File: src/rtl/pwm_bl_pkg.sv
// pwm_bl_pkg
// Shared definitions for the backlight PWM controller:
//   state_t        - duty-update state machine encoding
//   FADE_DIV_W     - width of the fade divider / step counter
//   inactive_level - output level that means "backlight off"
package pwm_bl_pkg;

    typedef enum logic [1:0] {
        IDLE = 2'd0,
        PEND = 2'd1,
        FADE = 2'd2
    } state_t;

    localparam int FADE_DIV_W = 4;

    // Level driven on the pin when the backlight is off.
    function automatic logic inactive_level(input bit active_high);
        return active_high ? 1'b0 : 1'b1;
    endfunction

endpackage

File: src/rtl/pwm_backlight_ctrl_if.sv
// pwm_backlight_ctrl_if
// Host-side bundle of the backlight PWM controller.
//   master : host / register block (drives controls, reads status)
//   slave  : the controller itself
// Controls: enable, prescale, duty_target, duty_load, fade_en, fade_div
// Status  : BackLight_OUT, period_strobe, duty_cur, busy
interface pwm_backlight_ctrl_if #(
    parameter int CNT_W = 8,
    parameter int PRE_W = 8
);
    import pwm_bl_pkg::*;

    logic                  enable;
    logic [PRE_W-1:0]      prescale;
    logic [CNT_W-1:0]      duty_target;
    logic                  duty_load;
    logic                  fade_en;
    logic [FADE_DIV_W-1:0] fade_div;
    logic                  BackLight_OUT;
    logic                  period_strobe;
    logic [CNT_W-1:0]      duty_cur;
    logic                  busy;

    modport master (
        output enable, prescale, duty_target, duty_load, fade_en, fade_div,
        input  BackLight_OUT, period_strobe, duty_cur, busy
    );

    modport slave (
        input  enable, prescale, duty_target, duty_load, fade_en, fade_div,
        output BackLight_OUT, period_strobe, duty_cur, busy
    );

endinterface

File: src/rtl/pwm_bl_prescaler.sv
// pwm_bl_prescaler
// Down-counter clock-enable generator: one tick every prescale+1 clocks.
//   CLK, nRST : clock, asynchronous active-low reset
//   enable    : when low the counter is held at 0 and no tick is produced
//   prescale  : reload value
//   tick      : combinational one-clock enable pulse
module pwm_bl_prescaler #(
    parameter int PRE_W = 8
) (
    input  logic             CLK,
    input  logic             nRST,
    input  logic             enable,
    input  logic [PRE_W-1:0] prescale,
    output logic             tick
);

    logic [PRE_W-1:0] pre_cnt_reg;
    logic [PRE_W-1:0] pre_cnt_next;

    // The counter rests at 0, so the first enabled clock ticks immediately.
    always_comb begin
        tick         = enable && (pre_cnt_reg == '0);
        pre_cnt_next = pre_cnt_reg;
        if (!enable) begin
            pre_cnt_next = '0;
        end else if (tick) begin
            pre_cnt_next = prescale;
        end else begin
            pre_cnt_next = pre_cnt_reg - PRE_W'(1);
        end
    end

    always_ff @(posedge CLK or negedge nRST) begin
        if (!nRST) begin
            pre_cnt_reg <= '0;
        end else begin
            pre_cnt_reg <= pre_cnt_next;
        end
    end

endmodule

File: src/rtl/pwm_backlight_ctrl.sv
// pwm_backlight_ctrl
// LCD backlight PWM generator with prescaler, double-buffered duty and an
// optional linear fade toward a newly loaded duty target.
//   CLK, nRST : clock, asynchronous active-low reset
//   bus       : slave side of pwm_backlight_ctrl_if
//               controls  enable, prescale, duty_target, duty_load,
//                         fade_en, fade_div
//               status    BackLight_OUT (registered), period_strobe,
//                         duty_cur, busy
module pwm_backlight_ctrl
    import pwm_bl_pkg::*;
#(
    parameter int CNT_W       = 8,
    parameter int PRE_W       = 8,
    parameter bit ACTIVE_HIGH = 1'b1
) (
    input logic                  CLK,
    input logic                  nRST,
    pwm_backlight_ctrl_if.slave  bus
);

    localparam logic [CNT_W-1:0] CNT_MAX = '1;
    localparam logic             OFF_LVL = inactive_level(ACTIVE_HIGH);

    logic                  tick;
    logic                  period_end;
    logic                  pwm_on;
    logic                  load_new_tgt;
    logic [CNT_W-1:0]      cnt_reg, cnt_next;
    logic [CNT_W-1:0]      tgt_reg;
    logic [CNT_W-1:0]      duty_reg, duty_next;
    logic [FADE_DIV_W-1:0] step_reg, step_next;
    state_t                state_reg, state_next;
    logic                  out_reg;
    logic                  strobe_reg;

    pwm_bl_prescaler #(.PRE_W(PRE_W)) u_prescaler (
        .CLK      (CLK),
        .nRST     (nRST),
        .enable   (bus.enable),
        .prescale (bus.prescale),
        .tick     (tick)
    );

    assign period_end = tick && (cnt_reg == CNT_MAX);

    // Full-scale duty is forced on so that the last count of the period is
    // lit as well (cnt < duty alone would give 255/256).
    assign pwm_on = bus.enable && ((duty_reg == CNT_MAX) || (cnt_reg < duty_reg));

    // A load arriving on the same edge as a boundary update must keep the
    // machine pending, otherwise it would be lost when the old target lands.
    assign load_new_tgt = bus.duty_load && (bus.duty_target != tgt_reg);

    always_comb begin
        cnt_next = cnt_reg;
        if (!bus.enable) begin
            cnt_next = '0;
        end else if (tick) begin
            cnt_next = cnt_reg + CNT_W'(1);
        end
    end

    always_comb begin
        state_next = state_reg;
        duty_next  = duty_reg;
        step_next  = step_reg;
        unique case (state_reg)
            IDLE: begin
                // Loads are accepted while disabled too; they wait in PEND.
                if (bus.duty_load && (bus.duty_target != duty_reg)) begin
                    state_next = PEND;
                end
            end
            PEND: begin
                if (period_end) begin
                    if (bus.fade_en) begin
                        step_next  = '0;
                        state_next = FADE;
                    end else begin
                        duty_next  = tgt_reg;
                        state_next = load_new_tgt ? PEND : IDLE;
                    end
                end
            end
            FADE: begin
                if (period_end) begin
                    if (step_reg == bus.fade_div) begin
                        step_next = '0;
                        // Direction is re-evaluated every step, so a retarget
                        // can reverse the ramp without overshooting.
                        if (duty_reg < tgt_reg) begin
                            duty_next = duty_reg + CNT_W'(1);
                        end else if (duty_reg > tgt_reg) begin
                            duty_next = duty_reg - CNT_W'(1);
                        end
                    end else begin
                        step_next = step_reg + FADE_DIV_W'(1);
                    end
                    if ((duty_next == tgt_reg) && !load_new_tgt) begin
                        state_next = IDLE;
                    end
                end
            end
            default: state_next = IDLE;
        endcase
        if (!bus.enable) begin
            step_next = '0;
        end
    end

    always_ff @(posedge CLK or negedge nRST) begin
        if (!nRST) begin
            state_reg  <= IDLE;
            cnt_reg    <= '0;
            tgt_reg    <= '0;
            duty_reg   <= '0;
            step_reg   <= '0;
            out_reg    <= OFF_LVL;
            strobe_reg <= 1'b0;
        end else begin
            state_reg  <= state_next;
            cnt_reg    <= cnt_next;
            duty_reg   <= duty_next;
            step_reg   <= step_next;
            if (bus.duty_load) begin
                tgt_reg <= bus.duty_target;
            end
            out_reg    <= pwm_on ? ~OFF_LVL : OFF_LVL;
            strobe_reg <= period_end;
        end
    end

    assign bus.BackLight_OUT = out_reg;
    assign bus.period_strobe = strobe_reg;
    assign bus.duty_cur      = duty_reg;
    assign bus.busy          = (state_reg != IDLE);

endmodule

File: src/flat_wrapper.sv
// flat-port wrapper written by rule: the top's interface ports become plain ports
module pwm_backlight_ctrl_flat import pwm_bl_pkg::*;
#(
    parameter int CNT_W       = 8,
    parameter int PRE_W       = 8,
    parameter bit ACTIVE_HIGH = 1'b1
)
  (CLK, nRST, bus_enable, bus_prescale, bus_duty_target, bus_duty_load, bus_fade_en, bus_fade_div, bus_BackLight_OUT, bus_period_strobe, bus_duty_cur, bus_busy);
  pwm_backlight_ctrl_if #(.CNT_W(CNT_W), .PRE_W(PRE_W)) bus_i ();
  input logic CLK;
  input logic nRST;
  input wire logic [$bits(bus_i.enable)-1:0] bus_enable;
  input wire logic [$bits(bus_i.prescale)-1:0] bus_prescale;
  input wire logic [$bits(bus_i.duty_target)-1:0] bus_duty_target;
  input wire logic [$bits(bus_i.duty_load)-1:0] bus_duty_load;
  input wire logic [$bits(bus_i.fade_en)-1:0] bus_fade_en;
  input wire logic [$bits(bus_i.fade_div)-1:0] bus_fade_div;
  output wire logic [$bits(bus_i.BackLight_OUT)-1:0] bus_BackLight_OUT;
  output wire logic [$bits(bus_i.period_strobe)-1:0] bus_period_strobe;
  output wire logic [$bits(bus_i.duty_cur)-1:0] bus_duty_cur;
  output wire logic [$bits(bus_i.busy)-1:0] bus_busy;
  assign bus_i.enable = bus_enable;
  assign bus_i.prescale = bus_prescale;
  assign bus_i.duty_target = bus_duty_target;
  assign bus_i.duty_load = bus_duty_load;
  assign bus_i.fade_en = bus_fade_en;
  assign bus_i.fade_div = bus_fade_div;
  assign bus_BackLight_OUT = bus_i.BackLight_OUT;
  assign bus_period_strobe = bus_i.period_strobe;
  assign bus_duty_cur = bus_i.duty_cur;
  assign bus_busy = bus_i.busy;
  pwm_backlight_ctrl #(.CNT_W(CNT_W), .PRE_W(PRE_W), .ACTIVE_HIGH(ACTIVE_HIGH)) u_core (.CLK(CLK), .nRST(nRST), .bus(bus_i));
endmodule
File: config.mk
export PLATFORM = sky130hd
export DESIGN_NAME = pwm_backlight_ctrl_flat
export DESIGN_NICKNAME = d
export VERILOG_FILES = /design/src/rtl/pwm_bl_pkg.sv /design/src/rtl/pwm_backlight_ctrl_if.sv /design/src/rtl/pwm_bl_prescaler.sv /design/src/rtl/pwm_backlight_ctrl.sv /design/src/flat_wrapper.sv
export SDC_FILE = /design/constraint.sdc
export NUM_CORES = 1
export LEC_CHECK = 0
export ABC_AREA = 1
export ABC_CLOCK_PERIOD_IN_PS = 5220
export BUFFER_PORTS_ARGS = -buffer_cell sky130_fd_sc_hd__buf_4
export CAP_MARGIN = 20
export CORE_MARGIN = 1.5
export CORE_UTILIZATION = 64
export DETAILED_ROUTE_END_ITERATION = 7
export PLACE_DENSITY = 0.93
export SLEW_MARGIN = 10
export SYNTH_ARGS = -nofsm -noshare
export SYNTH_HDL_FRONTEND = slang
export SYNTH_SLANG_ARGS = --single-unit
File: constraint.sdc
create_clock -name CLK -period 5.22 [get_ports CLK]
set_input_delay 0.783 -clock CLK [delete_from_list [all_inputs] [get_ports CLK]]
set_output_delay 0.783 -clock CLK [all_outputs]
set_load 0.01 [all_outputs]
==> qor.csv <==
metric,value,unit
ys_ff_latch,40,
port_buffers,35,
first_pass_iters,5,
n_antenna_cell,0,
grt_overflow,0,
hold_slack,0.458,ns
yosysUniqueCellTypes,41,
synth_flop_cell,dfrtp_1,
die-area,5410,µm²
dp_worst_setup_slack,2.80,ns
seq_power_share,0.427,
synthSimpleGateAreaFrac,0.364,
fin_area,3610,µm²
p_leak,1.85,nW
wl,7960,µm
synth_top_family_by_area,simple AND/OR/NAND/NOR gates,
layout_setup_ws,2.74,ns
synth_top_cell_area_share,0.314,
cap_viol_max_count,0,
cts_max_path_buffers,2,
power_density,247,nW/µm²
syn_area,3190,µm²
min-delay-path-class,in -> async,
vias,3168,
p_int,0.590,mW
p_comb_frac,0.292,
synth_cells,430,
utilization,0.758,
clock.fmax,0.404,GHz
htreeDepth,2,
core_area,4750,µm²
critPathCaptureType,flip-flop,
grt_pass1_wl,13300,µm
finalPower,0.889,mW
post-route-period-util,0.474,
antenna_found_initial,0,
ios,36,
swShare,0.336,
ir_worst_vdd,254,µV
fin_nets,511,
hold_viol,0,
die-width,73.6,µm
yosys.area.top_type,dfrtp_1,
crit_type,reg -> reg,
maxSlewHeadroom,0.618,
cts_root_buffer,clkbuf_8,
drcViolationCount,0,
max_stage_delay,0.52,ns
fp-row-count,25,
gp_congestion,0.923,
worst_clock_skew,0.00970,ns
synthMuxAreaShare,0,
cts_sinks,40,
dpl_cell_area,3500,µm²
crit_required,5.45,ns
synthMostInstantiatedCell,nand2_1,
drive_gt1_frac,0.176,
synth-compound-area-share,0.110,
rsz0062_at_grt,no,
synth_edf_count,0,
grt_max_degree,41,
clkPwrFrac,0.281,
r2r_start,u_core.bus.duty_cur[0],
cp_common_cell,nand2_1,
grt_pass1_vias,2938,
cts_tree,done,
dpl.hpwl,5940,µm
avgSynthCellArea,7.41,µm²
cp_cell_sequence,inv_2 > ha_1 > inv_1 > nand2_1 > nand2_1 > nand2_1 > nand2_1 > nand2_4 > nand2_4 > nand2_2 > nand2_2 > nand2_1 > nand3_1 > nand2_1 > nor2_1 > nand2_1 > nor2_2 > nand2_1 > nand2_2 > nand3_1 > nand2_1,
syn-num-nets,475,
place_inst,526,
synthXorXnorAreaFrac,0.0577,
synth_commonest_cells,"nand2_1, nand3_1, inv_1",
maxSlewViolCount,0,
antenna_left,0,
fin_cells,534,
ys_top_cells_by_area,"dfrtp_1, nand2_1, ha_1, nand3_1, inv_1",
cts_hold_buf,0,
p_sw,0.299,mW
post_cts_buffers,0,
grt_usage,0.320,
die_y,73.6,µm
ys_seq_area_frac,0.314,
avgRoutedWirePerCell,14.9,µm
clk_pin_slew,0.08,ns
min_period,2.48,ns
synthAdderAreaFrac,0.0786,
syn_to_final_growth,13.2,%
clkLatencyLatePin,0.30,ns
worst_pin_slew,0.570,ns
cts_buffers,5,
synthArstFlopShare,1.00,
critPathLaunchType,flip-flop,
start_util,0.670,
vias_per_cell,5.93,
cp_slowest_cell,dfrtp_1,
synth_warnings,0,
worstSetupStartpoint,u_core.bus.duty_cur[0],
cp_max_fo,10,
worstPathArrival,2.71,ns
drt_iter0_drc,296,
setup_tns,0,ns
status,"finished, final reports clean",
cts_resized,0,
finalSetupViolCount,0,
==> cell usage in the layout (no fill, tap or decap), types with 3 or more instances in the layout <==
master / n
nor2_2: 4
o21ai_0: 16
clkbuf_8: 5
nand4_1: 11
nor2_4: 4
nand3_1: 49
a22o_1: 5
o22ai_1: 5
nand2_4: 3
nand2_2: 8
nor3_1: 8
a21oi_2: 3
ha_1: 20
xor2_1: 9
dfrtp_1: 40
nand2_1: 106
a31oi_1: 9
inv_2: 5
nor2_1: 26
xnor2_1: 12
a21oi_1: 11
inv_1: 46
or2_2: 3
buf_4: 36
==> layer usage <==
layer,track usage,vias to the layer above,part of all wire
met2,0.547,150,0.49
met4,0.130,0,0.026
li1,-,1512,-
met1,0.406,1486,0.42
met5,0,-,0
met3,0.0453,20,0.071
==> power groups by stage <==
stage / Combinational, mW / Clock [mW] / Sequential [mW]
floorplan: 0.193 / 0 / 0.375
global placement: 0.246 / 0 / 0.380
detailed placement: 0.255 / 0 / 0.382
CTS: 0.257 / 0.253 / 0.378
global route: 0.291 / 0.262 / 0.383
finish: 0.260 / 0.250 / 0.380
==> worst max-delay path: cells and delay by family (launching register included) <==
family                     cells  cell delay (ns)
and+or+nand+nor               18             1.44
buffers and inverters          2             0.20
DFF                            1             0.52
adders and majority gates      1             0.22
==> kinds of logic after synthesis <==
logic type	Yosys count
adder cells (fa/ha/maj)	20
AO/OA/AOI/OAI	57
flip-flops	40
XOR/XNOR	21
AND/OR/NAND/NOR	232
buffers and inverters	60
==> area by class of cell <==
type	count	area, µm²
Clock buffer	6	72.6
Tap cell	67	83.8
Timing Repair Buffer	36	270
Inverter	53	200
Clock inverter	2	35.0
Multi-Input combinational cell	330	1940
Fill cell	373	1150
Sequential cell	40	1000
==> final timing paths <==
check | endpoint | slack [ns] | cells past startpoint
setup reg to reg | u_core.state_reg[0] | 2.74 | 21
setup / recovery | u_core.state_reg[0] | 2.74 | 21
hold / removal | u_core.u_prescaler.pre_cnt_reg[0] | 0.46 | 1
hold reg to reg | u_core.u_prescaler.pre_cnt_reg[0] | 0.49 | 1
min in group CLK | u_core.u_prescaler.pre_cnt_reg[0] | 0.49 | 1
max in group asynchronous | u_core.state_reg[1] | 4.39 | 1
Note: power is estimated with default switching activity, not from simulation.
